`src/rtl/keccak_share_arb_pkg.sv`:
```
// Shared types and helpers for the Keccak core-sharing arbiter.
package keccak_share_arb_pkg;

  localparam int unsigned MAX_REQ = 8;
  localparam int unsigned IDX_W   = 3;
  localparam int unsigned WDOG_W  = 12;
  localparam int unsigned RCNT_W  = 4;

  typedef enum logic [1:0] {
    ST_IDLE = 2'd0,
    ST_RSTK = 2'd1,
    ST_BUSY = 2'd2
  } state_t;

  // Round-robin pick on a MAX_REQ-wide vector of which the low n bits are live;
  // returns ptr when nothing is requesting.
  function automatic logic [IDX_W-1:0] rr_pick(input logic [MAX_REQ-1:0] req,
                                                input logic [IDX_W-1:0]   ptr,
                                                input int unsigned        n);
    logic             found;
    int unsigned      idx;
    logic [IDX_W-1:0] pick;
    found = 1'b0;
    pick  = ptr;
    for (int unsigned k = 0; k < MAX_REQ; k++) begin
      idx = int'(ptr) + k;
      if (idx >= n) idx = idx - n;
      if (!found && k < n && req[idx]) begin
        found = 1'b1;
        pick  = IDX_W'(idx);
      end
    end
    return pick;
  endfunction

endpackage

```
`src/rtl/rr_pick_n.sv`:
```
// Combinational round-robin picker: rotate by ptr, find lowest set bit, rotate back.
module rr_pick_n #(
  parameter int unsigned N = 2,
  localparam int unsigned IW = (N > 1) ? $clog2(N) : 1
) (
  input  logic [N-1:0]  req,
  input  logic [IW-1:0] ptr,
  output logic          valid,
  output logic [IW-1:0] idx
);

  localparam int unsigned SW = IW + 1;

  logic [2*N-1:0] dbl;
  logic [N-1:0]   rot;
  logic [IW-1:0]  off;
  logic [SW-1:0]  sum;

  // Rotate so ptr lands at bit 0, priority-encode, then map back to a requester index
  always_comb begin
    dbl   = {req, req};
    rot   = N'(dbl >> ptr);
    off   = '0;
    valid = 1'b0;
    for (int i = N - 1; i >= 0; i--) begin
      if (rot[i]) begin
        off   = IW'(i);
        valid = 1'b1;
      end
    end
    sum = {1'b0, ptr} + {1'b0, off};
    if (sum >= SW'(N)) sum = sum - SW'(N);
    idx = sum[IW-1:0];
  end

endmodule

```
`src/rtl/keccak_share_arb.sv`:
```
// Time-shares one Keccak core among N_REQ requesters, one whole job per grant.
module keccak_share_arb
  import keccak_share_arb_pkg::*;
#(
  parameter int unsigned N_REQ    = 2,
  parameter int unsigned W        = 64,
  parameter int unsigned RST_CYC  = 2,
  parameter int unsigned MAX_BUSY = 4095
) (
  input  logic               clk,
  input  logic               rst_n,
  input  logic [N_REQ-1:0]   req,
  output logic [N_REQ-1:0]   gnt,
  input  logic [N_REQ*W-1:0] r_din,
  input  logic [N_REQ-1:0]   r_src_ready,
  output logic [N_REQ-1:0]   r_src_read,
  output logic [N_REQ*W-1:0] r_dout,
  output logic [N_REQ-1:0]   r_dst_write,
  input  logic [N_REQ-1:0]   r_dst_ready,
  output logic               k_rst,
  output logic [W-1:0]       k_din,
  output logic               k_src_ready,
  input  logic               k_src_read,
  input  logic [W-1:0]       k_dout,
  input  logic               k_dst_write,
  output logic               k_dst_ready,
  output logic               busy,
  output logic               wdog_err
);

  localparam int unsigned IW = (N_REQ > 1) ? $clog2(N_REQ) : 1;

  state_t              state_q, state_d;
  logic [IW-1:0]       ptr_q, ptr_d;
  logic [IW-1:0]       g_q, g_d;
  logic [IW-1:0]       g_next;
  logic [N_REQ-1:0]    gnt_d;
  logic [RCNT_W-1:0]   rcnt_q, rcnt_d;
  logic                abort_q, abort_d;
  logic [WDOG_W-1:0]   wcnt_q, wcnt_d;
  logic                wdog_d;
  logic                pick_valid;
  logic [IW-1:0]       pick_idx;
  logic                own_req;

  rr_pick_n #(.N(N_REQ)) u_pick (
    .req   (req),
    .ptr   (ptr_q),
    .valid (pick_valid),
    .idx   (pick_idx)
  );

  assign own_req = req[g_q];
  assign g_next  = (g_q == IW'(N_REQ - 1)) ? '0 : g_q + 1'b1;

  // State, pointer, counters and registered outputs
  always_ff @(posedge clk or negedge rst_n) begin
    if (!rst_n) begin
      state_q  <= ST_IDLE;
      ptr_q    <= '0;
      g_q      <= '0;
      gnt      <= '0;
      rcnt_q   <= '0;
      abort_q  <= 1'b0;
      wcnt_q   <= '0;
      wdog_err <= 1'b0;
      k_rst    <= 1'b1;
      busy     <= 1'b0;
    end else begin
      state_q  <= state_d;
      ptr_q    <= ptr_d;
      g_q      <= g_d;
      gnt      <= gnt_d;
      rcnt_q   <= rcnt_d;
      abort_q  <= abort_d;
      wcnt_q   <= wcnt_d;
      wdog_err <= wdog_d;
      k_rst    <= (state_d == ST_RSTK);
      busy     <= (state_d != ST_IDLE);
    end
  end

  // Next-state: arbitrate in IDLE, time the core reset pulse, release on req fall
  always_comb begin
    state_d = state_q;
    ptr_d   = ptr_q;
    g_d     = g_q;
    gnt_d   = gnt;
    rcnt_d  = rcnt_q;
    abort_d = abort_q;
    wcnt_d  = wcnt_q;
    wdog_d  = wdog_err;
    unique case (state_q)
      ST_IDLE: begin
        if (pick_valid) begin
          state_d = ST_RSTK;
          g_d     = pick_idx;
          gnt_d   = N_REQ'(1) << pick_idx;
          rcnt_d  = '0;
          abort_d = 1'b0;
        end
      end
      ST_RSTK: begin
        // A drop anywhere in the pulse aborts, but the pulse always completes
        abort_d = abort_q | ~own_req;
        if (rcnt_q == RCNT_W'(RST_CYC - 1)) begin
          if (abort_q || !own_req) begin
            state_d = ST_IDLE;
            gnt_d   = '0;
            ptr_d   = g_next;
          end else begin
            state_d = ST_BUSY;
            wcnt_d  = '0;
          end
        end else begin
          rcnt_d = rcnt_q + 1'b1;
        end
      end
      ST_BUSY: begin
        if (wcnt_q != '1) wcnt_d = wcnt_q + 1'b1;
        if (MAX_BUSY != 0 && wcnt_d == WDOG_W'(MAX_BUSY)) wdog_d = 1'b1;
        if (!own_req) begin
          state_d = ST_IDLE;
          gnt_d   = '0;
          ptr_d   = g_next;
        end
      end
      default: state_d = ST_IDLE;
    endcase
  end

  // Handshake routing between the owner and the core, open only in BUSY
  always_comb begin
    k_din       = '0;
    k_src_ready = 1'b0;
    k_dst_ready = 1'b0;
    r_src_read  = '0;
    r_dst_write = '0;
    if (state_q == ST_BUSY) begin
      k_din           = r_din[g_q*W +: W];
      k_src_ready     = r_src_ready[g_q];
      k_dst_ready     = r_dst_ready[g_q];
      r_src_read[g_q]  = k_src_read;
      r_dst_write[g_q] = k_dst_write;
    end
  end

  assign r_dout = {N_REQ{k_dout}};

endmodule
```
`config.mk`:
```
export PLATFORM = sky130hd
export DESIGN_NAME = keccak_share_arb
export DESIGN_NICKNAME = d
export VERILOG_FILES = /design/src/rtl/keccak_share_arb_pkg.sv /design/src/rtl/rr_pick_n.sv /design/src/rtl/keccak_share_arb.sv
export SDC_FILE = /design/constraint.sdc
export NUM_CORES = 1
export LEC_CHECK = 0
export ABC_AREA = 1
export CAP_MARGIN = 20
export CORE_AREA = 2 2 158 160
export CTS_CLUSTER_DIAMETER = 200
export DETAILED_ROUTE_END_ITERATION = 7
export DIE_AREA = 0 0 160 162
export PLACE_DENSITY = 0.58
export SYNTH_ARGS = -nofsm -noshare
export SYNTH_HDL_FRONTEND = slang
export SYNTH_HIERARCHICAL = 1
export SYNTH_SLANG_ARGS = --single-unit
export TNS_END_PERCENT = 100
```
`constraint.sdc`:
```
create_clock -name clk -period 2.97 [get_ports clk]
set_clock_uncertainty 0.1 [all_clocks]
set_input_delay 0.4455 -clock clk [delete_from_list [all_inputs] [get_ports clk]]
set_output_delay 0.4455 -clock clk [all_outputs]
set_load 0.02 [all_outputs]
```
==> impl_metrics.ini, run 1 <==
[run_status]
status = complete, no violations

[yosys]
yosys-top-cells-count = 128 x buf_4, 91 x inv_1, 82 x nand3_1, 67 x nand2_1, 52 x o21ai_0
synthesis.nets = 784
syn_inst = 575
synthTopCellsByArea = buf_4 26%, dfrtp_1 17%, nand3_1 11%
ys_ff_latch = 26
avgSynthCellArea_um2 = 6.32
yosysMostFrequentCell = buf_4
yosysTopAreaCell = buf_4
synth_edf_count = 0
ys_types = 34
ys_seq_area_frac = 0.179
synth_ff_type = dfrtp_1
yosys.area.top_type_share = 0.265
async_reset_ff_frac = 1.00
syn_area_um2 = 3630
ys_warn_count = 6

[clock_tree]
h-tree-depth = 1
root_buffer = clkbuf_16
cts.clk_slew.worst_paths_ns = 0.07
cts-buffers-inserted = 3
clock-sinks = 26
clk_latency_ns = 0.27
cts_tree = built
clockBufferDepth = 2

[critical_path]
crit_type = reg -> out
path_buf_inv = 4
crit_chain = inv_1 -> ha_2 -> inv_2 -> or2_2 -> buf_4 -> o21ai_0 -> dlygate4sd2_1
start_kind = flip-flop
crit_path_top_delay_cell = dfrtp_1
arrival_ns = 2.24
r2r_slack_ns = 1.00
crit_family = buffers and inverters
path_max_fanout = 28
cp.required_ns = 2.42
endpoint_kind = output pin
cpPeakStageDelay_ns = 0.40

[placed_design]
place_congestion = 0.840
portBuffers = 212
dp_hpwl_um = 12800

[route]
totalWireLength_um = 15400
wl_per_cell_um = 15.8
drt_iter0_drc = 197
vias = 3675
drc_errors = 0
postRouteAntennaNets = 0
via_per_inst = 3.78
dr.pass1.iters = 5

[sta]
hold_violations = 0
final-max-slew-violation-count = 0
fin_crit_sh = 0.938
finalSetupTns_ns = 0
setup_viol = 0
fmax_ghz = 0.359
slew_headroom = 0.573
rsz0062_at_grt = false
holdWs_ns = 0.362
period_needed_ns = 2.79
worst_pin_slew_ns = 0.639

[global_routing]
grt_start_max_net_pins = 72
gr-usage-all-layers = 0.113
first_global_vias = 3752
grt_overflow = 0
grt_antenna_before_repair = 4
grt_pass1_wl_um = 22700

[floorplanning]
dieHeight_um = 162
placementRows = 57
core-area_um2 = 24100
die-area_um2 = 25900
pin_count = 405
die_w_um = 160
initial_utilization = 0.151

[layout]
drive_above_1_share = 0.0636
area_growth_pct = 44.3
final_nets = 855
final_util = 0.217

[min_path]
min_path_type = reg -> reg

[flow_run]
maxCapViolations = 0

[power]
p_leak_nw = 2.72
ir_drop_mv = 0.282
p_per_area_nw_per_um2 = 481
[where the power goes]
| part | switching, mW | leakage (nW) | internal [mW] |
|---|---|---|---|
| Combinational | 0.991 | 2.33 | 0.603 |
| Clock | 0.133 | 0.0511 | 0.269 |
| Sequential | 0.0679 | 0.341 | 0.455 |
[metal layers]
layer / track usage / wire length [µm] / vias to the layer above
met5: 0.00568 / 13 / -
met4: 0.0254 / 195 / 2
met3: 0.0572 / 1830 / 10
met2: 0.182 / 7240 / 236
met1: 0.134 / 6110 / 1597
li1: - / - / 1830
[per-stage QoR]
step	instance area (µm²)	worst slack, ns	cells	total power [mW]
after global placement	5150	0.221	965	2.21
final	5240	0.185	972	2.52
after detailed placement	5150	0.185	965	2.22
after CTS	5200	0.000669	969	2.57
after global routing	5240	0.0369	972	2.72
after floorplan	3630	0.708	575	1.68
[flip-flops by register name, indices dropped and copies added (netlist names)]
| register | cells |
|---|---|
| wdog_err | 1 |
| ptr_q | 1 |
| rcnt_q | 4 |
| g_q | 1 |
| state_q | 2 |
| wcnt_q | 12 |
| gnt | 2 |
| abort_q | 1 |
| k_rst | 1 |
| busy | 1 |
[path summary, 6_finish.rpt]
kind	from	end	cells after the start
worst max-delay path	state_q[0]	k_din[25]	7
worst min-delay path	wdog_err	wdog_err	2
worst max register to register	state_q[1]	wcnt_q[9]	10
worst min register to register	wdog_err	wdog_err	2
max in group asynchronous	rst_n	k_rst	2
min in group asynchronous	rst_n	ptr_q	1
[worst min-delay path: cells and delay by family, from the launching register on]
kind	cells	cell delay (ns)
DFF	1	0.34
buffers and inverters	1	0.04
and+or+nand+nor	1	0.05
[layout make-up]
cell class                 instances  area [µm²]
clock buffer                       3        75.1
antenna                            3        7.51
timing repair buffer             219        2160
clock inverter                     1        30.0
multi-input combinational        297        1540
tap                              324         405
fill                            2807       18900
inverter                          99         372
sequential                        26         653
[cells by family (layout without fill, tap and decap cells)]
family	after synthesis	after routing	synth area share
adder cells (fa/ha/maj)	7	7	0.0241
AND/OR/NAND/NOR	189	189	0.251
buffers and inverters	252	322	0.398
flip-flops	26	26	0.179
other	0	3	0
XOR/XNOR	3	3	0.00724
AO/OA/AOI/OAI	98	98	0.141
[placed cells by master, fill, tap and decap left out, types with 2 or more instances in the layout]
master,count
clkdlybuf4s50_1,144
dfrtp_1,24
buf_12,2
nor2_4,3
a22o_1,2
nor2_2,2
nand4_1,2
nor2_1,24
nand3_4,2
nand2_1,67
o21ai_0,52
dlygate4sd2_1,48
buf_4,11
ha_1,6
inv_1,91
dlymetal6s2s_1,14
a21oi_1,4
diode_2,3
clkbuf_16,3
xor2_1,2
inv_2,8
nand3_1,82
o21ai_1,35
[repair_timing]
| action | 4_1_cts | 5_1_grt |
|---|---|---|
| setup endpoints to repair | 48 | 14 |
| setup buffers | 0 | 0 |
| hold buffers | 0 | 0 |
| gates resized for setup | 48 | 14 |
Power figures use the tool's default switching activity.
==> run 2, diff against run 1 <==
--- a/config.mk
+++ b/config.mk
@@ -5,13 +5,13 @@
 export SDC_FILE = /design/constraint.sdc
 export NUM_CORES = 1
 export LEC_CHECK = 0
-export ABC_AREA = 1
-export CAP_MARGIN = 20
+export CAP_MARGIN = 15
 export CORE_AREA = 2 2 158 160
 export CTS_CLUSTER_DIAMETER = 200
 export DETAILED_ROUTE_END_ITERATION = 7
 export DIE_AREA = 0 0 160 162
 export PLACE_DENSITY = 0.58
+export REMOVE_ABC_BUFFERS = 1
 export SYNTH_ARGS = -nofsm -noshare
 export SYNTH_HDL_FRONTEND = slang
 export SYNTH_HIERARCHICAL = 1
==> run 2 against run 1 <==
Die area stayed put; combinational power is 25% higher; first-iteration DRC count is 40% lower; critical path type unchanged; design area is 1.8% higher; critical path depth is 3 lower; largest power group unchanged; setup slack better by 0.020 ns; highest routed layer unchanged; clock-buffer cell count stayed put.
==> impl_metrics.ini, run 2 <==
[run_status]
status = complete, no violations

[critical_path]
worstReg2RegStart = wcnt_q[0]
start_kind = flip-flop
crit_path_top_delay_cell = dfrtp_4
path_buf_inv = 2
r2r_slack_ns = 0.70
arrival_ns = 2.22
crit_chain = buf_4 -> mux2i_1 -> nor2_1 -> clkdlybuf4s50_1
path_max_fanout = 33
reg2reg_depth = 5
crit_type = reg -> out
cp.required_ns = 2.42
cpPeakStageDelay_ns = 0.78
endpoint_kind = output pin
worstReg2RegEnd = wdog_err
crit_family = buffers and inverters

[route]
vias = 3551
dr.max_layer_used = met5
wl_met3_um = 3810
wl_met1_um = 9180
totalWireLength_um = 21100
dr_wl_met2_um = 7840
drc_errors = 0
wl_per_cell_um = 24.4
drt_iter0_drc = 118
via_per_inst = 4.11
postRouteAntennaNets = 0
dr.pass1.iters = 5

[placed_design]
place_congestion = 0.794
dp_hpwl_um = 17600
dp_slack_ns = 0.467
dp.cells = 860
portBuffers = 212

[clock_tree]
ctsResizeCount = 0
h-tree-depth = 1
cts_tree = built
cts-buffers-inserted = 3
cts.clk_slew.worst_paths_ns = 0.07
clk_latency_ns = 0.27
post_cts_buffers = 0
postCtsHoldBufs = 0
root_buffer = clkbuf_16
clockBufferDepth = 2
clock-sinks = 26

[layout]
layout_commonest_cell = clkdlybuf4s50_1
instances_no_fill = 865
final_nets = 750
largest_register = wcnt_q
reg_top3 = wcnt_q: 12 flops, rcnt_q: 4 flops
area_growth_pct = 47.3
drive_above_1_share = 0.0704
layout_common_cells = 212 x clkdlybuf4s50_1, 79 x nor2_1, 69 x mux2i_1, 24 x dfrtp_1, 16 x nand2_1
largest_reg_flops = 12

[floorplanning]
die-area_um2 = 25900
initial_utilization = 0.150
pin_count = 405
core-area_um2 = 24100
dieHeight_um = 162
die_w_um = 160
placementRows = 57

[yosys]
yosys-top-cells-count = 128 x buf_4, 79 x nor2_1, 69 x mux2i_1, 25 x dfrtp_1, 16 x nand2_1
synth_edf_count = 0
async_reset_ff_frac = 1.00
synth_ff_type = dfrtp_1
ys_types = 55
ys_ff_latch = 26
yosys.area.top_type_share = 0.265
yosysTopAreaCell = buf_4
ys_seq_area_frac = 0.180
synthTopCellsByArea = buf_4 27%, mux2i_1 19%, dfrtp_1 17%
ys_warn_count = 6
yosysMostFrequentCell = buf_4
syn_inst = 459
syn_area_um2 = 3620
avgSynthCellArea_um2 = 7.89

[sta]
period_needed_ns = 2.76
rsz0062_at_grt = false
holdWs_ns = 0.375
final-max-slew-violation-count = 0
fmax_ghz = 0.362
worst_pin_slew_ns = 0.671
fin_ws_ns = 0.205
finalSetupTns_ns = 0
setup_viol = 0
hold_violations = 0
slew_headroom = 0.549
fin_crit_sh = 0.931

[global_routing]
first_global_vias = 3559
grt_start_max_net_pins = 34
grt_antenna_before_repair = 1
grt_overflow = 0
gr-usage-all-layers = 0.156
grt_pass1_wl_um = 28500

[power]
ir_drop_mv = 0.319
p_per_area_nw_per_um2 = 578
p_leak_nw = 2.17
finalPower_mw = 3.08

[flow_run]
maxCapViolations = 0

[min_path]
min_path_type = reg -> reg
holdPathEnd = wdog_err
whs_path_depth = 1
hold_start = wdog_err
-- run 2: cell count changes in the layout (fill, tap and decap cells not counted), moves of 32 or more --
cell             delta
clkdlybuf4s50_1    +68
dlygate4sd2_1      -48
inv_1              -81
mux2i_1            +69
nand2_1            -51
nand3_1            -70
nor2_1             +55
o21ai_0            -40
o21ai_1            -32
-- run 2: how the worst max path moves through the flow --
stage	startpoint	endpoint	slack [ns]	depth (start not counted)
after detailed placement	g_q	k_din[9]	0.47	4
after floorplan	g_q	wcnt_q[9]	-1.22	5
after global routing	state_q[0]	k_din[29]	0.05	7
after global placement	r_din[90]	k_din[26]	0.48	4
after CTS	g_q	k_din[9]	0.17	4
final	g_q	k_din[62]	0.21	4
-- run 2: cell families after synthesis --
logic type | after synthesis | synth area share
flip-flops | 26 | 0.180
XOR/XNOR | 3 | 0.00726
buffers and inverters | 162 | 0.307
AO/OA/AOI/OAI | 56 | 0.107
AND/OR/NAND/NOR | 132 | 0.171
multiplexers | 72 | 0.200
adder cells (fa/ha/maj) | 8 | 0.0273
-- run 2: metrics by stage --
stage           util  area (µm²)
2_1_floorplan      -        2550
4_1_cts        0.221        5330
5_1_grt        0.221        5340
3_3_place_gp   0.217        5230
3_5_place_dp   0.217        5230
6_report       0.221        5340
-- run 2: area by class of cell --
class,instances,area [µm²]
multi-input cells,271,1860
diodes,1,2.50
inverters,11,41.3
clock inverters,1,30.0
repair buffers,228,2270
well taps,324,405
flip-flops and latches,26,656
clock buffers,3,75.1
fillers,2750,18800
-- run 2: report_power, final --
part / internal (mW) / switching (mW) / total [mW]
registers: 0.468 / 0.221 / 0.689
logic: 1.04 / 0.949 / 1.99
clock network: 0.269 / 0.137 / 0.405
-- run 2: per-layer routing --
layer,vias up,track usage
met4,6,0.0197
met2,349,0.200
met1,1592,0.184
met5,-,0.0890
li1,1590,-
met3,14,0.145
